### src/rtl/load_store_unit.sv
// Data-memory initiator for RV32I loads and stores: one request at a time,
// sub-word stores via read-modify-write, a one-cycle response pulse per request.
module load_store_unit #(
  parameter int MEM_WORDS = 32
) (
  input  logic        clock,
  input  logic        reset,
  input  logic        req_valid,
  output logic        req_ready,
  input  logic        req_write,
  input  logic [2:0]  req_funct3,
  input  logic [31:0] req_addr,
  input  logic [31:0] req_wdata,
  output logic        resp_valid,
  output logic [31:0] resp_rdata,
  output logic        resp_error,
  output logic [31:0] mem_address,
  output logic [31:0] mem_writeData,
  output logic        mem_memWrite,
  output logic        mem_memRead,
  input  logic [31:0] mem_readData,
  output logic [2:0]  dbg_state
);

  typedef enum logic [2:0] {
    S_IDLE     = 3'd0,
    S_READ     = 3'd1,
    S_RMW_READ = 3'd2,
    S_WRITE    = 3'd3,
    S_RESP     = 3'd4
  } state_t;

  localparam logic [29:0] WORD_LIMIT = 30'(MEM_WORDS);

  state_t      state_q, state_d;
  logic [31:0] addr_q, addr_d;
  logic [31:0] data_q, data_d;
  logic [2:0]  funct3_q, funct3_d;
  logic        write_q, write_d;
  logic        error_q, error_d;

  logic        req_err;
  logic [7:0]  ld_byte;
  logic [15:0] ld_half;
  logic [31:0] ld_ext;
  logic [31:0] st_merge;
  logic [31:0] word_index;
  logic        wr_cycle;

  assign dbg_state  = state_q;
  assign word_index = {2'b00, addr_q[31:2]};

  // Request checks are made on the live request so an error goes straight to RESP.
  always_comb begin
    req_err = 1'b0;
    if (req_write && (req_funct3 > 3'd2))
      req_err = 1'b1;
    if (!req_write && ((req_funct3 == 3'd3) || (req_funct3[2:1] == 2'b11)))
      req_err = 1'b1;
    if ((req_funct3[1:0] == 2'd1) && req_addr[0])
      req_err = 1'b1;
    if ((req_funct3 == 3'd2) && (req_addr[1:0] != 2'd0))
      req_err = 1'b1;
    if (req_addr[31:2] >= WORD_LIMIT)
      req_err = 1'b1;
  end

  // Load extension and store merge both act on the word arriving from memory.
  always_comb begin
    ld_byte  = mem_readData[{addr_q[1:0], 3'b000} +: 8];
    ld_half  = mem_readData[{addr_q[1], 4'b0000} +: 16];
    case (funct3_q)
      3'd0:    ld_ext = {{24{ld_byte[7]}}, ld_byte};
      3'd4:    ld_ext = {24'h0, ld_byte};
      3'd1:    ld_ext = {{16{ld_half[15]}}, ld_half};
      3'd5:    ld_ext = {16'h0, ld_half};
      default: ld_ext = mem_readData;
    endcase
    st_merge = mem_readData;
    if (funct3_q == 3'd0)
      st_merge[{addr_q[1:0], 3'b000} +: 8] = data_q[7:0];
    else
      st_merge[{addr_q[1], 4'b0000} +: 16] = data_q[15:0];
  end

  // Handshake: a request transfers on the rising edge where req_valid && req_ready;
  // req_ready is high only in IDLE and req_valid may be held across busy cycles.
  always_comb begin
    state_d       = state_q;
    addr_d        = addr_q;
    data_d        = data_q;
    funct3_d      = funct3_q;
    write_d       = write_q;
    error_d       = error_q;
    req_ready     = 1'b0;
    resp_valid    = 1'b0;
    resp_rdata    = 32'h0;
    resp_error    = 1'b0;
    mem_address   = 32'h0;
    mem_writeData = 32'h0;
    mem_memRead   = 1'b0;
    wr_cycle      = 1'b0;
    case (state_q)
      S_IDLE: begin
        req_ready = 1'b1;
        if (req_valid) begin
          addr_d   = req_addr;
          funct3_d = req_funct3;
          write_d  = req_write;
          error_d  = req_err;
          data_d   = req_err ? 32'h0 : req_wdata;
          if (req_err)                  state_d = S_RESP;
          else if (!req_write)          state_d = S_READ;
          else if (req_funct3 == 3'd2)  state_d = S_WRITE;
          else                          state_d = S_RMW_READ;
        end
      end
      S_READ: begin
        mem_memRead = 1'b1;
        mem_address = word_index;
        data_d      = ld_ext;
        state_d     = S_RESP;
      end
      S_RMW_READ: begin
        mem_memRead = 1'b1;
        mem_address = word_index;
        data_d      = st_merge;
        state_d     = S_WRITE;
      end
      S_WRITE: begin
        wr_cycle      = 1'b1;
        mem_address   = word_index;
        mem_writeData = data_q;
        state_d       = S_RESP;
      end
      S_RESP: begin
        resp_valid = 1'b1;
        resp_rdata = write_q ? 32'h0 : data_q;
        resp_error = error_q;
        state_d    = S_IDLE;
      end
      default: state_d = S_IDLE;
    endcase
    // Gated combinationally so a write coinciding with reset never commits.
    mem_memWrite = wr_cycle && !reset;
  end

  always_ff @(posedge clock) begin
    if (reset) begin
      state_q  <= S_IDLE;
      addr_q   <= 32'h0;
      data_q   <= 32'h0;
      funct3_q <= 3'd0;
      write_q  <= 1'b0;
      error_q  <= 1'b0;
    end else begin
      state_q  <= state_d;
      addr_q   <= addr_d;
      data_q   <= data_d;
      funct3_q <= funct3_d;
      write_q  <= write_d;
      error_q  <= error_d;
    end
  end

endmodule

### config.mk
export PLATFORM = sky130hd
export DESIGN_NAME = load_store_unit
export DESIGN_NICKNAME = d
export VERILOG_FILES = /design/src/rtl/load_store_unit.sv
export SDC_FILE = /design/constraint.sdc
export NUM_CORES = 1
export LEC_CHECK = 0
export ABC_AREA = 0
export ABC_CLOCK_PERIOD_IN_PS = 3000
export CAP_MARGIN = 20
export CORE_UTILIZATION = 44
export CTS_CLUSTER_DIAMETER = 50
export CTS_CLUSTER_SIZE = 14
export DETAILED_ROUTE_END_ITERATION = 10
export GPL_TIMING_DRIVEN = 1
export PLACE_DENSITY = 0.82
export SLEW_MARGIN = 20
export SYNTH_ARGS = -nofsm -noshare
export SYNTH_HDL_FRONTEND = slang
export SYNTH_SLANG_ARGS = --single-unit
### constraint.sdc
create_clock -name clock -period 3 [get_ports clock]
set_input_delay 0.6 -clock clock [delete_from_list [all_inputs] [get_ports clock]]
set_output_delay 0.6 -clock clock [all_outputs]
set_load 0.05 [all_outputs]
==> results of run 1 <==
[sequential cells by signal, indices dropped and copies added (netlist names)]
register	flops
error_q	1
write_q	1
funct3_q	3
addr_q	32
dbg_state	3
data_q	32
[stage by stage]
step | std cells | area, um^2 | total power, mW
after detailed placement | 998 | 8140 | 1.70
final | 1014 | 8430 | 2.71
after global routing | 1014 | 8430 | 2.81
after global placement | 998 | 8140 | 1.68
after CTS | 1014 | 8430 | 2.70
after floorplan | 694 | 5070 | 1.39
[cell type report]
cell class	count	area [um^2]	share of cell area [%]
multi-input combinational	548	3320	39.4
sequential	72	1440	17.1
inverter	13	48.8	0.579
timing repair buffer	225	3160	37.5
tap	140	175	2.08
clock buffer	10	239	2.84
clock inverter	6	42.5	0.505
[Yosys cell counts, types with 11 or more instances]
cell type  number
a211oi_1       25
a21oi_1        66
a221oi_1       22
a31oi_1        21
and2_1         96
and3_1         12
clkbuf_1       43
dfxtp_1        72
inv_1          12
mux2i_1        14
nand2_1       102
nand3_1        28
nor2_1         42
o21ai_0        14
o21bai_1       11
[worst max-delay path by stage]
stage,to,slack [ns],from
2_1_floorplan,mem_memWrite,0.11,dbg_state[1]$_SDFFE_PP0P_
3_3_place_gp,data_q[13]$_SDFFE_PP0P_,0.36,req_addr[31]
3_5_place_dp,data_q[14]$_SDFFE_PP0P_,0.25,req_addr[10]
4_1_cts,resp_rdata[21],0.39,dbg_state[0]$_SDFFE_PP0P_
5_1_grt,resp_rdata[12],0.27,dbg_state[0]$_SDFFE_PP0P_
6_report,resp_rdata[21],0.37,dbg_state[0]$_SDFFE_PP0P_
[tightest hold or removal path: stages, from the launching register on]
cell and delay (ns):
dfxtp_1 0.30, nand2_1 0.05, a21oi_1 0.05
[power by group through the flow]
stage	combinational [mW]	sequential (mW)	clock, mW
after detailed placement	0.600	1.10	0
final	0.613	1.08	1.02
after global placement	0.583	1.09	0
after CTS	0.604	1.08	1.01
after floorplan	0.323	1.07	0
after global routing	0.655	1.09	1.06
[logic make-up (layout without fill, tap and decap cells)]
family | Yosys count | in the layout | share of synthesized area (%)
other | 1 | 2 | 0.0741
adder cells (fa/ha/maj) | 5 | 5 | 1.24
AND/OR/NAND/NOR | 323 | 323 | 32.7
flip-flops | 72 | 72 | 28.5
multiplexers | 17 | 17 | 3.66
AO/OA/AOI/OAI | 201 | 201 | 27.7
buffers and inverters | 74 | 254 | 6.18
[per-layer routing]
layer	global-route usage (%)	wire, um
met2	58.3	9940
met4	15.0	762
met1	43.6	7980
met5	0	0
met3	8.91	2150
==> impl_metrics.ini, run 1 <==
[synth]
synth_edf_count = 0
ys_ff_latch = 72
yosysTopAreaCellShare_pct = 28.5
syn_area_um2 = 5060
syn_avg_cell_area_um2 = 7.31
syn_inst = 693
yosysSeqAreaShare_pct = 28.5
synth-warning-count = 0
synth_largest_area_cell = dfxtp_1
async_flop_share_pct = 0
synthTopCellsByArea = dfxtp_1, and2_1, nand2_1, a21oi_1, a221oi_1
netlist-cell-type-count = 59
synth_flop_cell = dfxtp_1

[worst_setup_path]
path_delay_family = simple AND/OR/NAND/NOR gates
crit_cells = 6
rr_worst_depth = 7
crit_path_start_kind = flop
end_kind = primary output
cp.required_ns = 2.40
worstPathCellList = nor2_1 > and2_2 > nor2b_1 > buf_4 > and2_1 > buf_12
max_stage_delay_ns = 0.60
critPathMaxFanout = 32
regToRegSetupSlack_ns = 0.43
timing.rr.start = addr_q[0]$_SDFFE_PP0P_
crit_arrival_ns = 2.03
crit_type = reg2out
cp_num_buf_inv = 2
slowest_stage = dfxtp_1
rr_endpoint = data_q[7]$_SDFFE_PP0P_

[power]
p_switching_mw = 0.830
peakVddDrop_mv = 0.247
internal-power_mw = 1.88
pwr-share-clk_pct = 37.6
p_per_area_nw_per_um2 = 322
swShare_pct = 30.6
power_leakage_nw = 3.17
seq_power_share_pct = 39.8
combinationalPowerShare_pct = 22.6

[sta]
worst_slack_ns = 0.373
hold_violations = 0
period_needed_ns = 2.63
rsz0062_at_grt = false
finalSetupViolCount = 0
tightest_slew_ns = 0.949
max_clock_freq_ghz = 0.381
skew_ns = 0.0106
fin_crit_sh_pct = 87.6
fin_setup_tns_ns = 0
slew_headroom_pct = 36.6
finalMaxSlewViolations = 0
holdWs_ns = 0.450

[finish]
fillCellCount = 800
final_common_cell = clkdlybuf4s50_1
fin_util_pct = 76.4
fin_nets = 977
drive_above_1_share_pct = 17.2
syn_to_final_growth_pct = 66.4
final_cell_mix = clkdlybuf4s50_1, nand2_1, buf_12
diodes = 0

[clock_network]
cts_made_buffers = 9
cts_tree = yes
postCtsHoldBufs = 0
post_cts_buffers = 0
htree_levels = 3
clk-insertion-delay-late_ns = 0.34
clk_pin_slew_ns = 0.06
cts-root-buf = clkbuf_16
clockBufferDepth = 2
post_cts_resize_count = 0
cts_sinks = 72

[drt]
firstDrtPassIters = 5
routed_via_density = 6.12
drtIter0Drc = 598
vias = 6204
routed_wl_um = 20800
post_drt_wl_per_cell_um = 20.6
ant_nets = 0
drc_errors = 0

[global_routing]
grt_antenna_before_repair = 0
grt_pass1_vias = 6006
grt_pass1_wl_um = 32300
grt_max_degree = 73
grt_overflow_total = 0
grt_util_all_layers_pct = 35.4

[die]
rows = 38
dieHeight_um = 109
start_util_pct = 45.9
die_area_um2 = 11900
die_w_um = 109
core_area_um2 = 11000
io_pins = 207

[hold_path]
holdPathStages = 2
hold-path-endpoint = addr_q[19]$_SDFFE_PP0P_
hold_start = addr_q[19]$_SDFFE_PP0P_
hp-class = reg2reg

[placement]
io_buffers = 204
dp_hpwl_um = 15700
pre_cts_ws_ns = 0.246
place.gp.congestion = 0.943

[run_status]
status = completed

[run]
cap_violations = 0
Power figures use the tool's default switching activity.
==> inputs of run 2 (changes only) <==
Settings changed: ABC_CLOCK_PERIOD_IN_PS 3000 to unset, CTS_CLUSTER_DIAMETER 50 to 150, MAX_ROUTING_LAYER set to met4.
==> run 2 against run 1 <==
Against the previous run:
- via count increased by 1.5%
- global-route usage is 1.1 points higher
- combinational power up 1%
- fmax fell by 1.5%
- power grew 6.1%
- sequential share of layout area decreased by 0.13 points
- critical path depth down 4
- final cell count is 0.39% higher
- sequential power is essentially flat
- clock power up 15%
- critical endpoint is now resp_error
==> impl_metrics.ini, run 2 (same netlist as run 1, synthesis figures left out) <==
[worst_setup_path]
end_kind = primary output
regToRegSetupSlack_ns = 0.36
rr_worst_depth = 5
timing.rr.start = funct3_q[0]$_SDFFE_PP0P_
crit_type = reg2out
max_stage_delay_ns = 0.83
rr_endpoint = data_q[23]$_SDFFE_PP0P_
worstPathCellList = and3_1 > clkdlybuf4s50_1
crit_arrival_ns = 2.07
slowest_stage = clkdlybuf4s50_1
path_delay_family = buffers and inverters
cp_num_buf_inv = 1
critPathMaxFanout = 16
cp.required_ns = 2.40
crit_path_start_kind = flop

[placement]
pre_cts_ws_ns = 0.259
dp_hpwl_um = 15700
io_buffers = 204
place.gp.congestion = 0.944
place_area_um2 = 8170

[sta]
hold_violations = 0
skew_ns = 0.00488
max_clock_freq_ghz = 0.375
rsz0062_at_grt = false
slew_headroom_pct = 43.3
worst_slack_ns = 0.332
finalSetupViolCount = 0
tightest_slew_ns = 0.848
fin_setup_tns_ns = 0
fin_crit_sh_pct = 88.9
period_needed_ns = 2.67
finalMaxSlewViolations = 0

[run]
cap_violations = 0

[die]
core_area_um2 = 11000
die_w_um = 109
die_area_um2 = 11900
rows = 38
start_util_pct = 45.9
io_pins = 207
dieHeight_um = 109

[clock_network]
clk-insertion-delay-late_ns = 0.34
cts_tree = yes
clockBufferDepth = 2
cts_made_buffers = 9
htree_levels = 3
post_cts_resize_count = 0
cts-root-buf = clkbuf_16
post_cts_buffers = 0
clk_pin_slew_ns = 0.06
postCtsHoldBufs = 0
cts_sinks = 72

[drt]
ant_nets = 0
routed_via_density = 6.18
drtIter0Drc = 681
firstDrtPassIters = 5
drc_errors = 0
vias = 6294
routed_wl_um = 21100
post_drt_wl_per_cell_um = 20.7

[global_routing]
grt_antenna_before_repair = 1
grt_pass1_wl_um = 32500
grt_util_all_layers_pct = 36.4
grt_max_degree = 73
grt_pass1_vias = 5940
grt_overflow_total = 0

[finish]
drive_above_1_share_pct = 17.4
final_common_cell = clkdlybuf4s50_1
fillCellCount = 753
syn_to_final_growth_pct = 67.7
fin_nets = 980
largest_registers = addr_q (32), data_q (32)
final_cell_mix = clkdlybuf4s50_1, nand2_1, buf_12
finalInstanceArea_um2 = 8490

[power]
finalPower_mw = 2.88
peakVddDrop_mv = 0.408
p_per_area_nw_per_um2 = 339
power_leakage_nw = 3.20

[hold_path]
holdPathStages = 2
hp-class = reg2reg
hold_start = addr_q[2]$_SDFFE_PP0P_
hold-path-endpoint = addr_q[2]$_SDFFE_PP0P_

[run_status]
status = completed
## run 2: worst max-delay path by stage
stage / slack, ns / depth (start not counted) / start / endpoint
4_1_cts: 0.35 / 2 / dbg_state[2]$_SDFFE_PP0P_ / resp_error
6_report: 0.33 / 2 / dbg_state[2]$_SDFFE_PP0P_ / resp_error
3_5_place_dp: 0.26 / 7 / req_addr[31] / data_q[3]$_SDFFE_PP0P_
5_1_grt: 0.23 / 5 / dbg_state[2]$_SDFFE_PP0P_ / resp_rdata[21]
2_1_floorplan: 0.11 / 4 / dbg_state[1]$_SDFFE_PP0P_ / mem_memWrite
3_3_place_gp: 0.35 / 7 / req_addr[31] / data_q[14]$_SDFFE_PP0P_
## run 2: power breakdown
part           total, mW  leakage (nW)  internal, mW  switching (mW)
Sequential          1.08         0.592          1.01          0.0668
Clock               1.17         0.156         0.730           0.445
Combinational      0.622          2.45         0.288           0.334
Total               2.88          3.20          2.03           0.846
## run 2: final cells by class
class | instances | area [um^2] | area share [%]
multi-input combinational | 548 | 3320 | 39.1
timing repair buffer | 228 | 3180 | 37.4
sequential | 72 | 1440 | 17.0
clock buffer | 9 | 225 | 2.65
tap | 140 | 175 | 2.06
clock inverter | 7 | 95.1 | 1.12
inverter | 13 | 48.8 | 0.575
antenna | 1 | 2.50 | 0.0295
## run 2: per-layer routing
layer  share of wire, %  track usage [%]
met2                 48             58.8
met5                  0                -
met1                 40             46.4
met3                9.9             5.92
met4                2.5             11.5
## run 2: stage by stage
| stage | util [%] | hold slack (ns) | cells |
|---|---|---|---|
| 6_report | 77.0 | 0.451 | 1018 |
| 4_1_cts | 76.9 | 0.451 | 1017 |
| 3_3_place_gp | 74.0 | 0.437 | 1001 |
| 5_1_grt | 77.0 | 0.471 | 1018 |
| 2_1_floorplan | - | 0.432 | 694 |
| 3_5_place_dp | 74.0 | 0.443 | 1001 |
## run 2: worst register-to-register path: stages, from the launching register on
cell and delay, ns:
dfxtp_1 0.85, or3_1 0.48, nand2_1 0.21, a22o_1 0.35
a221oi_1 0.46, a211oi_1 0.14
